**config.mk**
```make
export PLATFORM = sky130hd
export DESIGN_NAME = cam_serializer_fifo_flat
export DESIGN_NICKNAME = d
export VERILOG_FILES = /design/src/rtl/cam_serializer_fifo_if.sv /design/src/rtl/cam_serializer_fifo.sv /design/src/flat_wrapper.sv
export SDC_FILE = /design/constraint.sdc
export NUM_CORES = 1
export LEC_CHECK = 0
export CELL_PAD_IN_SITES_DETAIL_PLACEMENT = 0
export CELL_PAD_IN_SITES_GLOBAL_PLACEMENT = 2
export CORE_ASPECT_RATIO = 1.75
export CORE_MARGIN = 3
export CORE_UTILIZATION = 46
export DETAILED_ROUTE_END_ITERATION = 8
export GPL_TIMING_DRIVEN = 0
export PLACE_DENSITY_LB_ADDON = 0.1
export SLEW_MARGIN = 40
export SYNTH_ARGS = -nofsm -noshare
export SYNTH_HDL_FRONTEND = slang
export SYNTH_SLANG_ARGS = --single-unit
```
**constraint.sdc**
```tcl
create_clock -name clk_i -period 4.8 [get_ports clk_i]
set_input_delay 0.96 -clock clk_i [delete_from_list [all_inputs] [get_ports clk_i]]
set_output_delay 0.96 -clock clk_i [all_outputs]
set_load 0.01 [all_outputs]
```
**src/rtl/cam_serializer_fifo_if.sv**
```systemverilog
// Word-in / camera-port-out bundle of the FIFO-buffered camera-port serializer.
// master = producer side (writes words, watches status); slave = serializer.
interface cam_serializer_fifo_if #(
  parameter int DATA_WIDTH = 32,
  parameter int BUS_WIDTH  = 4,
  parameter int FIFO_DEPTH = 8
);
  localparam int LEVEL_W = $clog2(FIFO_DEPTH) + 1;

  logic                  wr_i;
  logic [DATA_WIDTH-1:0] data_i;
  logic                  clr_overflow_i;
  logic                  full;
  logic [LEVEL_W-1:0]    level;
  logic                  busy;
  logic                  overflow;
  logic                  cam_pclk;
  logic                  cam_sync;
  logic [BUS_WIDTH-1:0]  cam_data;

  modport master (
    output wr_i, data_i, clr_overflow_i,
    input  full, level, busy, overflow, cam_pclk, cam_sync, cam_data
  );

  modport slave (
    input  wr_i, data_i, clr_overflow_i,
    output full, level, busy, overflow, cam_pclk, cam_sync, cam_data
  );
endinterface

```
**src/rtl/cam_serializer_fifo.sv**
```systemverilog
// Word FIFO feeding an LSB-first camera-port serializer on a gated, divided PCLK.
// Optional macro CAM_SER_DRAIN_SYNC_EN: also mark EOF on the packet that drains the FIFO.
module cam_serializer_fifo #(
  parameter int DATA_WIDTH      = 32,
  parameter int BUS_WIDTH       = 4,
  parameter int FIFO_DEPTH      = 8,
  parameter int COUNT_WIDTH     = 2,
  parameter int SYNC_EVERY_PKTS = 400,
  parameter int PAD_BEATS       = 1
) (
  input  logic                 clk_i,
  input  logic                 rst_n,
  cam_serializer_fifo_if.slave bus
);
  localparam int NB       = DATA_WIDTH / BUS_WIDTH;
  localparam int PKT_LEN  = NB + 1 + PAD_BEATS;
  localparam int BEAT_W   = $clog2(PKT_LEN);
  localparam int ADDR_W   = $clog2(FIFO_DEPTH);
  localparam int LEVEL_W  = ADDR_W + 1;
  localparam logic        CADENCE_ALWAYS = (SYNC_EVERY_PKTS <= 1);
  localparam logic [15:0] SYNC_LAST      = CADENCE_ALWAYS ? 16'd0 : 16'(SYNC_EVERY_PKTS - 1);

  typedef enum logic {S_IDLE, S_ACTIVE} state_t;

  logic [DATA_WIDTH-1:0]  mem [FIFO_DEPTH];
  logic [ADDR_W-1:0]      wr_ptr_reg, rd_ptr_reg;
  logic [LEVEL_W-1:0]     count_reg;
  logic                   overflow_reg;
  logic [COUNT_WIDTH-1:0] div_reg;
  state_t                 state_reg;
  logic [BEAT_W-1:0]      beat_reg;
  logic [DATA_WIDTH-1:0]  shift_reg;
  logic                   sync_pkt_reg;
  logic [15:0]            pkt_cnt_reg;
  logic [BUS_WIDTH-1:0]   cam_data_reg;
  logic                   cam_sync_reg;

  logic                  full, push, tick, pkt_end, launch, sync_launch;
  logic [15:0]           pkt_cnt_next;
  logic [DATA_WIDTH-1:0] head_word, shift_next;

  // full reflects the registered count, so a write is judged before any same-cycle pop
  assign full       = (count_reg == LEVEL_W'(FIFO_DEPTH));
  assign push       = bus.wr_i & ~full;
  assign tick       = (div_reg == '0);
  assign pkt_end    = tick & (state_reg == S_ACTIVE) & (beat_reg == BEAT_W'(PKT_LEN - 1));
  assign launch     = tick & (count_reg != '0) & ((state_reg == S_IDLE) | pkt_end);
  assign head_word  = mem[rd_ptr_reg];
  assign shift_next = shift_reg >> BUS_WIDTH;

  // A back-to-back relaunch must see the count already updated by the packet just ending
  always_comb begin
    pkt_cnt_next = pkt_cnt_reg;
    if (pkt_end) begin
      pkt_cnt_next = sync_pkt_reg ? 16'd0 : pkt_cnt_reg + 16'd1;
    end
  end

`ifdef CAM_SER_DRAIN_SYNC_EN
  assign sync_launch = CADENCE_ALWAYS | (pkt_cnt_next == SYNC_LAST) | (count_reg == LEVEL_W'(1));
`else
  assign sync_launch = CADENCE_ALWAYS | (pkt_cnt_next == SYNC_LAST);
`endif

  always_ff @(posedge clk_i) begin
    if (push) begin
      mem[wr_ptr_reg] <= bus.data_i;
    end
  end

  always_ff @(posedge clk_i or negedge rst_n) begin
    if (!rst_n) begin
      wr_ptr_reg   <= '0;
      rd_ptr_reg   <= '0;
      count_reg    <= '0;
      overflow_reg <= 1'b0;
      div_reg      <= '0;
    end else begin
      div_reg <= div_reg + 1'b1;
      if (push) wr_ptr_reg <= wr_ptr_reg + 1'b1;
      if (launch) rd_ptr_reg <= rd_ptr_reg + 1'b1;
      if (push & ~launch) begin
        count_reg <= count_reg + 1'b1;
      end else if (launch & ~push) begin
        count_reg <= count_reg - 1'b1;
      end
      if (bus.wr_i & full) begin
        overflow_reg <= 1'b1;
      end else if (bus.clr_overflow_i) begin
        overflow_reg <= 1'b0;
      end
    end
  end

  always_ff @(posedge clk_i or negedge rst_n) begin
    if (!rst_n) begin
      state_reg    <= S_IDLE;
      beat_reg     <= '0;
      shift_reg    <= '0;
      sync_pkt_reg <= 1'b0;
      pkt_cnt_reg  <= '0;
      cam_data_reg <= '0;
      cam_sync_reg <= 1'b0;
    end else if (tick) begin
      pkt_cnt_reg <= pkt_cnt_next;
      if (launch) begin
        state_reg    <= S_ACTIVE;
        beat_reg     <= '0;
        shift_reg    <= head_word;
        sync_pkt_reg <= sync_launch;
        cam_data_reg <= head_word[BUS_WIDTH-1:0];
        cam_sync_reg <= 1'b0;
      end else if (pkt_end) begin
        state_reg    <= S_IDLE;
        beat_reg     <= '0;
        sync_pkt_reg <= 1'b0;
        cam_data_reg <= '0;
        cam_sync_reg <= 1'b0;
      end else if (state_reg == S_ACTIVE) begin
        beat_reg     <= beat_reg + 1'b1;
        shift_reg    <= shift_next;
        cam_data_reg <= (beat_reg < BEAT_W'(NB - 1)) ? shift_next[BUS_WIDTH-1:0] : '0;
        cam_sync_reg <= sync_pkt_reg & (beat_reg == BEAT_W'(NB - 1));
      end
    end
  end

  assign bus.full     = full;
  assign bus.level    = count_reg;
  assign bus.busy     = (state_reg == S_ACTIVE) | (count_reg != '0);
  assign bus.overflow = overflow_reg;
  assign bus.cam_pclk = (state_reg == S_ACTIVE) & div_reg[COUNT_WIDTH-1];
  assign bus.cam_sync = cam_sync_reg;
  assign bus.cam_data = cam_data_reg;
endmodule

```
**src/flat_wrapper.sv**
```systemverilog
// flat-port wrapper written by rule: the top's interface ports become plain ports
module cam_serializer_fifo_flat 
#(
  parameter int DATA_WIDTH      = 32,
  parameter int BUS_WIDTH       = 4,
  parameter int FIFO_DEPTH      = 8,
  parameter int COUNT_WIDTH     = 2,
  parameter int SYNC_EVERY_PKTS = 400,
  parameter int PAD_BEATS       = 1
)
  (clk_i, rst_n, bus_wr_i, bus_data_i, bus_clr_overflow_i, bus_full, bus_level, bus_busy, bus_overflow, bus_cam_pclk, bus_cam_sync, bus_cam_data);
  cam_serializer_fifo_if #(.DATA_WIDTH(DATA_WIDTH), .BUS_WIDTH(BUS_WIDTH), .FIFO_DEPTH(FIFO_DEPTH)) bus_i ();
  input  logic clk_i;
  input  logic rst_n;
  input wire logic [$bits(bus_i.wr_i)-1:0] bus_wr_i;
  input wire logic [$bits(bus_i.data_i)-1:0] bus_data_i;
  input wire logic [$bits(bus_i.clr_overflow_i)-1:0] bus_clr_overflow_i;
  output wire logic [$bits(bus_i.full)-1:0] bus_full;
  output wire logic [$bits(bus_i.level)-1:0] bus_level;
  output wire logic [$bits(bus_i.busy)-1:0] bus_busy;
  output wire logic [$bits(bus_i.overflow)-1:0] bus_overflow;
  output wire logic [$bits(bus_i.cam_pclk)-1:0] bus_cam_pclk;
  output wire logic [$bits(bus_i.cam_sync)-1:0] bus_cam_sync;
  output wire logic [$bits(bus_i.cam_data)-1:0] bus_cam_data;
  assign bus_i.wr_i = bus_wr_i;
  assign bus_i.data_i = bus_data_i;
  assign bus_i.clr_overflow_i = bus_clr_overflow_i;
  assign bus_full = bus_i.full;
  assign bus_level = bus_i.level;
  assign bus_busy = bus_i.busy;
  assign bus_overflow = bus_i.overflow;
  assign bus_cam_pclk = bus_i.cam_pclk;
  assign bus_cam_sync = bus_i.cam_sync;
  assign bus_cam_data = bus_i.cam_data;
  cam_serializer_fifo #(.DATA_WIDTH(DATA_WIDTH), .BUS_WIDTH(BUS_WIDTH), .FIFO_DEPTH(FIFO_DEPTH), .COUNT_WIDTH(COUNT_WIDTH), .SYNC_EVERY_PKTS(SYNC_EVERY_PKTS), .PAD_BEATS(PAD_BEATS)) u_core (.clk_i(clk_i), .rst_n(rst_n), .bus(bus_i));
endmodule
```
After elaboration in Yosys (flattened, before gate mapping)
Memories as Yosys holds them, arrays and structs flattened.
Cells that the tools add are included.
{"block": "op_classes", "n_addsub": 7, "order_cmp": 1, "n_eq_ne": 5, "muxes": 24, "bitwise_logic": 16, "n_reduce_logical": 10}
{"operator": "32-bit two-way mux", "n": 3}
{"operator": "4-bit two-way mux", "n": 9}
{"operator": "16-bit two-way mux", "n": 2}
{"operator": "16-bit by 1-bit adder with 16-bit output (second input constant)", "n": 1}
{"operator": "16-bit by 9-bit equality test with 1-bit output (second input constant)", "n": 1}
{"operator": "1-bit bitwise AND", "n": 10}
{"operator": "1-bit two-way mux", "n": 10}
{"operator": "4-bit by 1-bit adder with 4-bit output (second input constant)", "n": 2}
{"operator": "4-bit equality test (second input constant)", "n": 2}
{"operator": "2-bit nonzero test", "n": 4}
{"operator": "3-bit by 1-bit adder with 3-bit output (second input constant)", "n": 2}
{"operator": "4-bit by 3-bit equality test with 1-bit output (second input constant)", "n": 1}
{"operator": "4-bit by 3-bit < comparator with 1-bit output (second input constant)", "n": 1}
{"operator": "1-bit NOT", "n": 4}
{"operator": "2-bit AND reduction", "n": 2}
{"operator": "4-bit nonzero test", "n": 1}
{"operator": "4-bit by 1-bit subtractor with 4-bit output (second input constant)", "n": 1}
{"operator": "3-bit AND reduction", "n": 1}
{"operator": "3-bit nonzero test", "n": 1}
{"operator": "2-bit by 1-bit adder with 2-bit output (second input constant)", "n": 1}
{"operator": "2-bit logical NOT", "n": 1}
{"operator": "2-bit inequality test (second input constant)", "n": 1}
{"operator": "1-bit bitwise OR", "n": 2}
{"block": "word_totals", "ff_bits": 72, "mem_bits_rw": 256, "wordCells": 76, "memories": 1}
{"memory": "u_core.mem", "words": 8, "width": 32, "read_ports": 1, "rd_clocked_by_memory_dff": 0, "wr": 1, "line_no": "cam_serializer_fifo.sv:25", "text": "logic [DATA_WIDTH-1:0] mem [FIFO_DEPTH];"}

Longest topological paths before layout
Gate-level depths: netlist (run 1).
{"block": "depth", "word_depth": 8, "depth_mapped": 15}

Worst setup path before layout (run 1)
OpenSTA, ideal clock, no wires.
{"block": "synth_path", "path_kind": "in2reg", "start": "input bus_wr_i", "end": "memory u_core.mem[0][0], enable pin", "setup_time_ns": 0.461, "arrival_time_ns": 3.628, "setup_slack_ns": 0.711, "stages": 4, "n_path_buf": 1, "cell_sequence": "nor2b_1 clkbuf_1 nand2b_1 nor3_1"}
{"block": "synth_between", "elab_chain_len": 3}
{"item": "start: declaration", "line_no": "flat_wrapper.sv:15", "text": "input wire logic [$bits(bus_i.wr_i)-1:0] bus_wr_i;"}
{"item": "1-bit bitwise AND", "line_no": "cam_serializer_fifo.sv:44", "text": "assign push = bus.wr_i & ~full;"}
{"item": "via u_core.push", "line_no": "cam_serializer_fifo.sv:38", "text": "logic full, push, tick, pkt_end, launch, sync_launch;"}
{"item": "1-bit two-way mux", "line_no": "cam_serializer_fifo.sv:66", "text": "if (push) begin"}
{"item": "1-bit two-way mux (implied by the code)", "line_no": "cam_serializer_fifo.sv:67", "text": "mem[wr_ptr_reg] <= bus.data_i;"}
{"item": "end: declaration", "line_no": "cam_serializer_fifo.sv:25"}
The timed path passes the listed nets, and every way through them passes these cells.

Worst setup path after layout (run 1)
{"block": "layout_path", "start": "register u_core.count_reg[0] (netlist: u_core.bus.level[0])", "end": "output bus_busy"}
{"block": "layout_between", "elab_chain_len": 2}
{"item": "start: declaration", "line_no": "cam_serializer_fifo.sv:27", "text": "logic [LEVEL_W-1:0] count_reg;"}
{"item": "start signal: assignment", "line_no": "cam_serializer_fifo.sv:83", "text": "count_reg <= count_reg + 1'b1;"}
{"item": "start signal: assignment", "line_no": "cam_serializer_fifo.sv:85", "text": "count_reg <= count_reg - 1'b1;"}
{"item": "4-bit nonzero test", "line_no": "cam_serializer_fifo.sv:130", "text": "assign bus.busy = (state_reg == S_ACTIVE) | (count_reg != '0);"}
{"item": "1-bit bitwise OR", "line_no": "cam_serializer_fifo.sv:130"}
{"item": "end: declaration", "line_no": "flat_wrapper.sv:20", "text": "output wire logic [$bits(bus_i.busy)-1:0] bus_busy;"}
Every way passes these cells.

==> results.toml, run 1 <==
[run_status]
run_status = "finished, final reports clean"

[floorplanning]
start_util_pct = 47.15
core-area_mm2 = 0.02763
fp.dieW_um = 133.2
io_pins = 49
core.rowCount = 80
die-height_um = 228.6
die_area_mm2 = 0.03045

[logic_synthesis]
synthCells = 741
synthFlopType = "edfxtp_1"
syn-num-nets = 787
async_flop_share_pct = 20.99
synth-adder-area-share_pct = 1.018
yosysWarnings = 0
synth-seq-cells = 324
yosysUniqueCellTypes = 56
synth_top_family_by_area = "multiplexers"
synth.area.top_cells = "edfxtp_1, dfrtp_1, mux4_2"
synth-xor-area-share_pct = 0.6724
netlist_area_mm2 = 0.01303
yosys.area.top_type_share_pct = 59.01
synth-simple-area-share_pct = 5.955
synth_edf_count = 256
yosysTopAreaCell = "edfxtp_1"
synthMuxAreaShare_pct = 14.09
syn_avg_cell_area_um2 = 17.58
synth-compound-area-share_pct = 4.409
synth-seq-area-share_pct = 72.08

[placement]
gp_congestion = 0.8720
portBuffers = 48
dp_hpwl_um = 21380

[global_routing]
grt_pass1_vias = 7629
antenna_found_initial = 0
grt_overflow = 0
grt_pass1_wl_um = 46260
grt_max_degree = 42
grt_use_total_pct = 20.11

[sta]
slew_headroom_pct = 43.28
fmax_ghz = 0.2998
setup_viol = 0
post-route-period-util_pct = 69.50
worst_pin_slew_ns = 0.8486
skew_ns = 0.02155
fin_crit_ns = 3.336
drv_slew = 0
hold_viol_final = 0
rsz0062_at_grt = "no"

[flow_run]
drv_cap = 0

[clocking]
clkLatencyLatePin_ns = 0.57
ctsHoldBuffers = 0
clock_path_buffers = 3
clk_pin_slew_ns = 0.07
numCtsBuffers = 30
cts_resized = 0
tritoncts = "done"
cts-root-buf = "clkbuf_16"
clock_sinks = 324
cts_setup_buffers = 0
htreeDepth = 1

[drt]
finalWirelength_um = 30040
drc_errors = 0
dr.pass1.iters = 7
ant_nets = 0
post_drt_wl_per_cell_um = 24.20
avgViaCountPerCell = 5.741
drt_iter0_drc = 461
vias = 7124

[layout]
final_nets = 894
largest_reg_flops = 256
post-route-util_pct = 55.93
syn_to_final_growth_pct = 18.62
antennaDiodeCount = 0
drive_above_1_share_pct = 20.41
nFillCells = 2258

[pwr]
p_per_area_mw_per_mm2 = 519.0
vdd_ir_drop_max_uv = 399.8
total_power_mw = 8.020
p_leak_nw = 5.298

[min_path]
hp-class = "in -> async"

[worst_setup_path]
slowest_delay_ns = 0.56
cp-end-kind = "output pin"
crit_chain = "or4_1 > or2_2 > clkdlybuf4s50_1"
crit_type = "reg -> out"
crit_required_ns = 3.84
worst_setup_path_start_kind = "flip-flop"
critPathMaxFanout = 6
cp.arrival_ns = 2.38
cpMaxStageDelayCell = "or4_1"
## Yosys cell counts, drive strengths merged (3+ instances only)
cell    instances
buf            23
mux2            3
nand2b          5
o21ai          17
dfrtp          68
or4             4
nor3           12
a21oi           7
edfxtp        256
nand2          35
and4            4
nor2           60
nand4           5
o211ai          3
clkbuf         18
o22ai           4
ha              9
and2            4
nand3          15
xor2            4
inv            13
mux2i          36
a221oi         25
mux4           64
a31oi           6
nor4            7
xnor2           6
## power by group
part | total (mW) | switching [mW] | internal, mW
Clock | 2.43 | 1.04 | 1.40
Combinational | 1.86 | 0.978 | 0.880
Sequential | 3.73 | 0.208 | 3.52
## final cells by class
type | count | area [um2] | share of cell area (%)
flip-flops and latches | 324 | 9389 | 60.76
multi-input cells | 363 | 3462 | 22.40
repair buffers | 75 | 887.1 | 5.741
clock buffers | 32 | 779.5 | 5.045
well taps | 369 | 461.7 | 2.988
clock inverters | 24 | 237.7 | 1.538
plain buffers | 41 | 186.4 | 1.206
inverters | 13 | 48.80 | 0.3158
## per-stage QoR
| step | std cells | cell area (um2) | hold WS (ns) | TNS (ns) | worst slack, ns |
|---|---|---|---|---|---|
| after global routing | 1241 | 15450 | 0.2680 | 0 | 1.204 |
| final | 1241 | 15450 | 0.2619 | 0 | 1.464 |
| after floorplan | 741 | 13030 | 0.3862 | 0 | 0.7114 |
| after global placement | 1158 | 13970 | 0.3990 | -283.34 | -2.544 |
| after detailed placement | 1185 | 14430 | 0.4093 | 0 | 1.354 |
| after CTS | 1241 | 15450 | 0.2448 | 0 | 1.427 |
## placed cells by master (no fill, tap or decap), drive strengths merged, types with 25 or more instances in the layout
cell type / Yosys / routed
mux2i: 36 / 36
edfxtp: 256 / 256
dfrtp: 68 / 68
buf: 23 / 51
clkdlybuf4s50: 0 / 47
nand2: 35 / 35
nor2: 60 / 60
clkbuf: 18 / 50
a221oi: 25 / 25
mux4: 64 / 64
## logic make-up (layout without fill, tap and decap cells)
group / after synthesis / in the layout
mux: 103 / 103
flops: 324 / 324
buf+inv: 54 / 185
compound gates: 79 / 79
fa+ha+maj: 10 / 10
xor+xnor: 10 / 10
simple gates: 161 / 161
## metal layers
layer  share of wire (%)  GRT usage (%)  wire length [um]  up-vias
met5                   0              0                 0        -
met4                 3.7          7.465              1108        0
met3                 3.5          2.401              1039       69
met2                  56          38.44             16910      157
met1                  37          22.67             10980     3718
li1                    -              -                 -     3180
## worst max-delay path: cells and delay by family, from the launching register on
kind / cells / cell delay, ns
and+or+nand+nor: 2 / 0.88
buffers and inverters: 1 / 0.48
DFF: 1 / 0.46
## worst paths after layout
path                       slack [ns]                                 end                       startpoint  depth (start not counted)
hold / removal                   0.26    u_core.shift_reg[13]$_DFFE_PN0P_                            rst_n                          1
max in group asynchronous        4.01  u_core.bus.cam_data[2]$_DFFE_PN0P_                            rst_n                          2
hold reg to reg                  0.42         u_core.div_reg[0]$_DFF_PN0_      u_core.div_reg[0]$_DFF_PN0_                          1
setup / recovery                 1.46                            bus_busy  u_core.bus.level[0]$_DFFE_PN0P_                          3
setup reg to reg                 1.49     u_core.bus.level[3]$_DFFE_PN0P_  u_core.bus.level[0]$_DFFE_PN0P_                         13
min in group clk_i               0.42         u_core.div_reg[0]$_DFF_PN0_      u_core.div_reg[0]$_DFF_PN0_                          1
Power figures use the tool's default switching activity.
==> run 2, diff against run 1 <==
CORE_UTILIZATION = 42   (was 46)
clock period = 2.7 ns   (was 4.8 ns; I/O delays follow)
==> run 2 against run 1 <==
Design area rose by 1.5%. Clock skew down 0.0084 ns. Non-clock buffer count increased by 5. Largest power group unchanged. Highest routed layer unchanged. Count of clock-buffer cells in the layout grew 3. Clock power is 87% higher. Sequential share of layout area shrank 0.85 points. Worst setup slack got worse by 1.4 ns. Utilization down 4.1 points. Via count fell by 0.56%. Combinational power increased by 78%.
==> results.toml, run 2 (same netlist as run 1, synthesis figures left out) <==
[placement]
dp_hpwl_um = 20760
gp_congestion = 0.8514
portBuffers = 48
pre_cts_ws_ns = -0.4881

[layout]
final_common_cell = "edfxtp_1"
drive_above_1_share_pct = 22.55
final_nets = 900
largest_reg_flops = 256
post-route-util_pct = 51.79
antennaDiodeCount = 0
final_cell_mix = "edfxtp_1, dfrtp_1, mux4_2"
syn_to_final_growth_pct = 20.35

[clocking]
tritoncts = "done"
clock_path_buffers = 3
cts-root-buf = "clkbuf_16"
clkLatencyLatePin_ns = 0.58
numCtsBuffers = 31
htreeDepth = 1
clock_sinks = 324
clk_pin_slew_ns = 0.06

[sta]
hold_viol_final = 0
fin_ws_ns = 0.07558
post-route-period-util_pct = 97.20
worst_pin_slew_ns = 0.8366
setup_viol = 0
fmax_ghz = 0.3810
rsz0062_at_grt = "yes"
slew_headroom_pct = 44.23
hold_slack_ns = 0.3401
fin_crit_ns = 2.624
drv_slew = 0
skew_ns = 0.01313

[floorplanning]
start_util_pct = 43.03
fp.dieW_um = 139.1
core-area_mm2 = 0.03027
core.rowCount = 84
die-height_um = 239.0
die_area_mm2 = 0.03325
io_pins = 49

[min_path]
hp-class = "in -> async"

[worst_setup_path]
r2r-end = "u_core.bus.level[3]$_DFFE_PN0P_"
cp-end-kind = "flip-flop"
critPathMaxFanout = 10
cp.depth = 13
rr_worst_depth = 13
worst_setup_path_start_kind = "flip-flop"
crit_required_ns = 3.16
critPathBufInv = 3
critical_path.top_delay_family = "simple AND/OR/NAND/NOR gates"
rr_startpoint = "u_core.bus.level[2]$_DFFE_PN0P_"
cpMaxStageDelayCell = "or4_4"
cp.arrival_ns = 3.09
critPathCapture = "u_core.bus.level[3]$_DFFE_PN0P_"
reg2reg_slack_ns = 0.08
slowest_delay_ns = 0.59
crit_type = "reg -> reg"
crit_chain = "or4_4 > nand2_4 > a21oi_4 > inv_4 > buf_12 > ha_4 > inv_2 > ha_1 > a21o_1 > a21oi_2 > xnor2_1 > nor2_1 > xor2_1"
cp-startpoint = "u_core.bus.level[2]$_DFFE_PN0P_"

[global_routing]
antenna_found_initial = 0
grt_use_total_pct = 18.28
grt_pass1_wl_um = 46340
grt_pass1_vias = 7570
grt_max_degree = 59
grt_overflow = 0

[drt]
drt_iter0_drc = 469
avgViaCountPerCell = 5.600
dr.pass1.iters = 5
vias = 7084
post_drt_wl_per_cell_um = 23.64
ant_nets = 0
finalWirelength_um = 29910
drc_errors = 0

[pwr]
clkPwrFrac_pct = 31.3
swShare_pct = 27.38
pwr-share-comb_pct = 22.9
seq_power_share_pct = 45.8
power.switching_mw = 3.972
p_int_mw = 10.54
vdd_ir_drop_max_uv = 529.9
p_per_area_mw_per_mm2 = 925.6
p_leak_nw = 5.372

[run_status]
run_status = "finished, final reports clean"

[flow_run]
drv_cap = 0
run 2: changes by cell type in the layout (fill, tap and decap cells not counted), sizes merged, moves of 2 or more:
cell	delta
clkbuf	+3
clkinvlp	-4
buf	+4
bufinv	+2
run 2: worst min path at each step:
stage / from / end / slack (ns) / cells after the start
after floorplan: rst_n / u_core.beat_reg[0]$_DFFE_PN0P_ / 0.24 / 0
after global placement: u_core.div_reg[0]$_DFF_PN0_ / u_core.div_reg[0]$_DFF_PN0_ / 0.40 / 1
after detailed placement: rst_n / u_core.bus.overflow$_DFFE_PN0P_ / 0.36 / 1
after CTS: rst_n / u_core.bus.overflow$_DFFE_PN0P_ / 0.31 / 2
after global routing: rst_n / u_core.bus.overflow$_DFFE_PN0P_ / 0.34 / 2
final: rst_n / u_core.bus.overflow$_DFFE_PN0P_ / 0.34 / 2
run 2: through the flow:
step / cell area [um2] / total power [mW] / TNS, ns / std cells
floorplan: 13040 / 8.663 / -44.46 / 741
global placement: 14010 / 9.759 / -651.89 / 1176
detailed placement: 14420 / 10.11 / -19.60 / 1197
CTS: 15560 / 14.69 / -0.3950 / 1256
global route: 15680 / 15.21 / -0.1892 / 1265
finish: 15680 / 14.51 / 0 / 1265
run 2: power groups by stage:
| stage | sequential [mW] | clock [mW] | combinational [mW] |
|---|---|---|---|
| after floorplan | 6.66 | 0 | 2.01 |
| after global placement | 6.74 | 0 | 3.02 |
| after detailed placement | 6.75 | 0 | 3.37 |
| after CTS | 6.65 | 4.65 | 3.38 |
| after global routing | 6.73 | 4.85 | 3.63 |
| final | 6.65 | 4.54 | 3.32 |
run 2: final cells by class:
class	count	area [um2]
timing repair buffer	80	920.9
multi-input combinational	363	3552
fill	2483	14590
sequential	324	9393
inverter	13	51.30
clock buffer	35	790.8
buffer	41	200.2
tap	387	484.2
clock inverter	22	285.3
run 2: what timing repair did:
action | 4_1_cts | 5_1_grt
gates resized for setup | 13 | 15
setup endpoints to repair | 6 | 65
hold endpoints to repair | 10 | 0
pin swaps | 1 | 9
setup buffers | 1 | 9
hold buffers | 1 | 0
run 2: metal layers:
metal / vias to the layer above / part of all wire [%] / wire length, um / track usage, %
met3: 44 / 3.4 / 1014 / 2.062
met5: - / 0 / 0 / 0
met4: 0 / 1.8 / 546 / 4.421
met1: 3690 / 37 / 11000 / 20.85
met2: 154 / 58 / 17350 / 36.17
li1: 3196 / - / - / -
==> run 3, diff against run 2 <==
--- a/config.mk
+++ b/config.mk
@@ -14,2 +14,3 @@
 export GPL_TIMING_DRIVEN = 0
+export HOLD_SLACK_MARGIN = 0.06
 export PLACE_DENSITY_LB_ADDON = 0.1
--- a/constraint.sdc
+++ b/constraint.sdc
@@ -3,2 +3,2 @@
 set_output_delay 0.54 -clock clk_i [all_outputs]
-set_load 0.01 [all_outputs]
+set_load 0.005 [all_outputs]
==> run 3 against run 2 <==
The run now ends with negative setup slack left. Non-clock buffer count increased by 1. Critical endpoint unchanged. Final cell count decreased by 0.55%. Highest routed layer unchanged. Global-route usage increased by 0.69 points. First-iteration DRC count decreased by 16%. Critical path type unchanged. Critical path depth unchanged.
==> results.toml, run 3 (same netlist as run 1, synthesis figures left out) <==
[sta]
post-route-period-util_pct = 102.1
fmax_ghz = 0.3628
drv_slew = 0
hold_viol_final = 0
final.setup.tns_ns = -0.05604
rsz0062_at_grt = "yes"
slew_headroom_pct = 46.76
setup_viol = 1
skew_ns = 0.01608
worst_pin_slew_ns = 0.7986
fin_ws_ns = -0.05604
fin_crit_ns = 2.756

[worst_setup_path]
slowest_delay_ns = 0.58
cpMaxStageDelayCell = "or4_4"
crit_chain = "or4_4 > nand2_4 > a21oi_4 > inv_2 > buf_8 > ha_2 > inv_2 > ha_1 > a21o_1 > a21oi_2 > xnor2_1 > nor2_1 > xor2_1"
cp-end-kind = "flip-flop"
worst_setup_path_start_kind = "flip-flop"
critPathBufInv = 3
crit_required_ns = 3.14
critPathMaxFanout = 10
crit_type = "reg -> reg"
cpMostUsedCell = "inv_2"
cp.arrival_ns = 3.19
critical_path.top_delay_family = "simple AND/OR/NAND/NOR gates"

[drt]
drt_iter0_drc = 396
vias = 7096
dr.pass1.iters = 5
finalWirelength_um = 31100
drc_errors = 0
avgViaCountPerCell = 5.641
post_drt_wl_per_cell_um = 24.72
ant_nets = 0

[placement]
dp_hpwl_um = 22000
gp_congestion = 0.8202
portBuffers = 48

[layout]
drive_above_1_share_pct = 21.47
post-route-util_pct = 51.09
final_cell_mix = "edfxtp_1, dfrtp_1, mux4_2"
syn_to_final_growth_pct = 18.71
antennaDiodeCount = 0
largest_reg_flops = 256
nFillCells = 2498
final_common_cell = "edfxtp_1"
final_nets = 899

[pwr]
p_leak_nw = 5.269
vdd_ir_drop_max_uv = 611.5
p_per_area_mw_per_mm2 = 895.8
total_power_mw = 13.85

[clocking]
numCtsBuffers = 29
cts-root-buf = "clkbuf_16"
clock_path_buffers = 3
htreeDepth = 1
clk_pin_slew_ns = 0.06
tritoncts = "done"
clock_sinks = 324
clkLatencyLatePin_ns = 0.55

[global_routing]
grt_overflow = 0
grt_pass1_wl_um = 47450
grt_use_total_pct = 18.97
grt_pass1_vias = 7659
antenna_found_initial = 0
grt_util_met3_pct = 2.202
grt_max_degree = 48
busiest_layer = "met2"
met1_usage_pct = 20.96
gr-usage-met2_pct = 37.21

[floorplanning]
io_pins = 49
core-area_mm2 = 0.03027
core.rowCount = 84
die_area_mm2 = 0.03325
die-height_um = 239.0
fp.dieW_um = 139.1
start_util_pct = 43.03

[flow_run]
drv_cap = 0

[run_status]
run_status = "complete, but fails checks"
violations = "negative setup slack"

[min_path]
hp-class = "in -> async"
[run 3: cell types whose count changed in the layout (fill, tap and decap cells not counted), sizes merged]
cell,previous run,this run
bufinv,6,1
clkdlybuf4s15,1,0
clkinvlp,1,2
clkbuf,53,54
clkinv,14,10
dlygate4sd2,0,1
[run 3: final cells by class]
cell class / count / area [um2] / share of cell area, %
Sequential cell: 324 / 9392 / 60.73
Multi-Input combinational cell: 363 / 3538 / 22.88
Timing Repair Buffer: 81 / 953.4 / 6.166
Clock buffer: 35 / 748.2 / 4.839
Tap cell: 387 / 484.2 / 3.131
Buffer: 41 / 200.2 / 1.295
Clock inverter: 14 / 98.84 / 0.6392
Inverter: 13 / 48.80 / 0.3156
[run 3: power breakdown]
part           switching [mW]  internal, mW
logic                    1.79          1.64
clock network            1.74          2.06
registers               0.363          6.26
[run 3: what timing repair did]
action	4_1_cts	5_1_grt
hold buffers	1	0
setup endpoints to repair	5	33
endpoints found under the hold margin	21	0
pin swaps	2	2
buffers inserted	8	2
resized for setup	14	7
[run 3: per-layer routing]
metal / routed length, um / share of wire (%)
met4: 1025 / 3.3
met3: 983 / 3.2
met5: 0 / 0
met1: 11230 / 36
met2: 17860 / 57
[run 3: worst paths after layout]
path                                                      start                                to  slack [ns]  depth (start not counted)
worst max-delay path            u_core.bus.level[2]$_DFFE_PN0P_   u_core.bus.level[3]$_DFFE_PN0P_       -0.06                         13
worst min-delay path                                      rst_n   u_core.bus.overflow$_DFFE_PN0P_        0.41                          2
worst max register to register  u_core.bus.level[2]$_DFFE_PN0P_   u_core.bus.level[3]$_DFFE_PN0P_       -0.06                         13
worst min register to register      u_core.div_reg[0]$_DFF_PN0_       u_core.div_reg[0]$_DFF_PN0_        0.43                          1
max in group asynchronous                                 rst_n  u_core.shift_reg[18]$_DFFE_PN0P_        1.75                          3
min in group clk_i                  u_core.div_reg[0]$_DFF_PN0_       u_core.div_reg[0]$_DFF_PN0_        0.43                          1
[run 3: per-stage QoR]
step | cell area [um2] | setup slack, ns | instances | hold slack (ns)
final | 15460 | -0.05604 | 1258 | 0.4120
after detailed placement | 14450 | -0.3897 | 1197 | 0.4019
after global placement | 14010 | -2.516 | 1176 | 0.4008
after global routing | 15460 | -0.1811 | 1258 | 0.4190
after CTS | 15420 | -0.1253 | 1255 | 0.3902
after floorplan | 13050 | -0.1503 | 741 | 0.2444
[run 3: worst register-to-register path, stage by stage, from the launching register on]
cell and delay [ns]:
dfrtp_1 0.40, or4_4 0.58, nand2_4 0.14, a21oi_4 0.05, inv_2 0.12, buf_8 0.16, ha_2 0.20, inv_2 0.06
ha_1 0.28, a21o_1 0.19, a21oi_2 0.15, xnor2_1 0.13, nor2_1 0.06, xor2_1 0.13
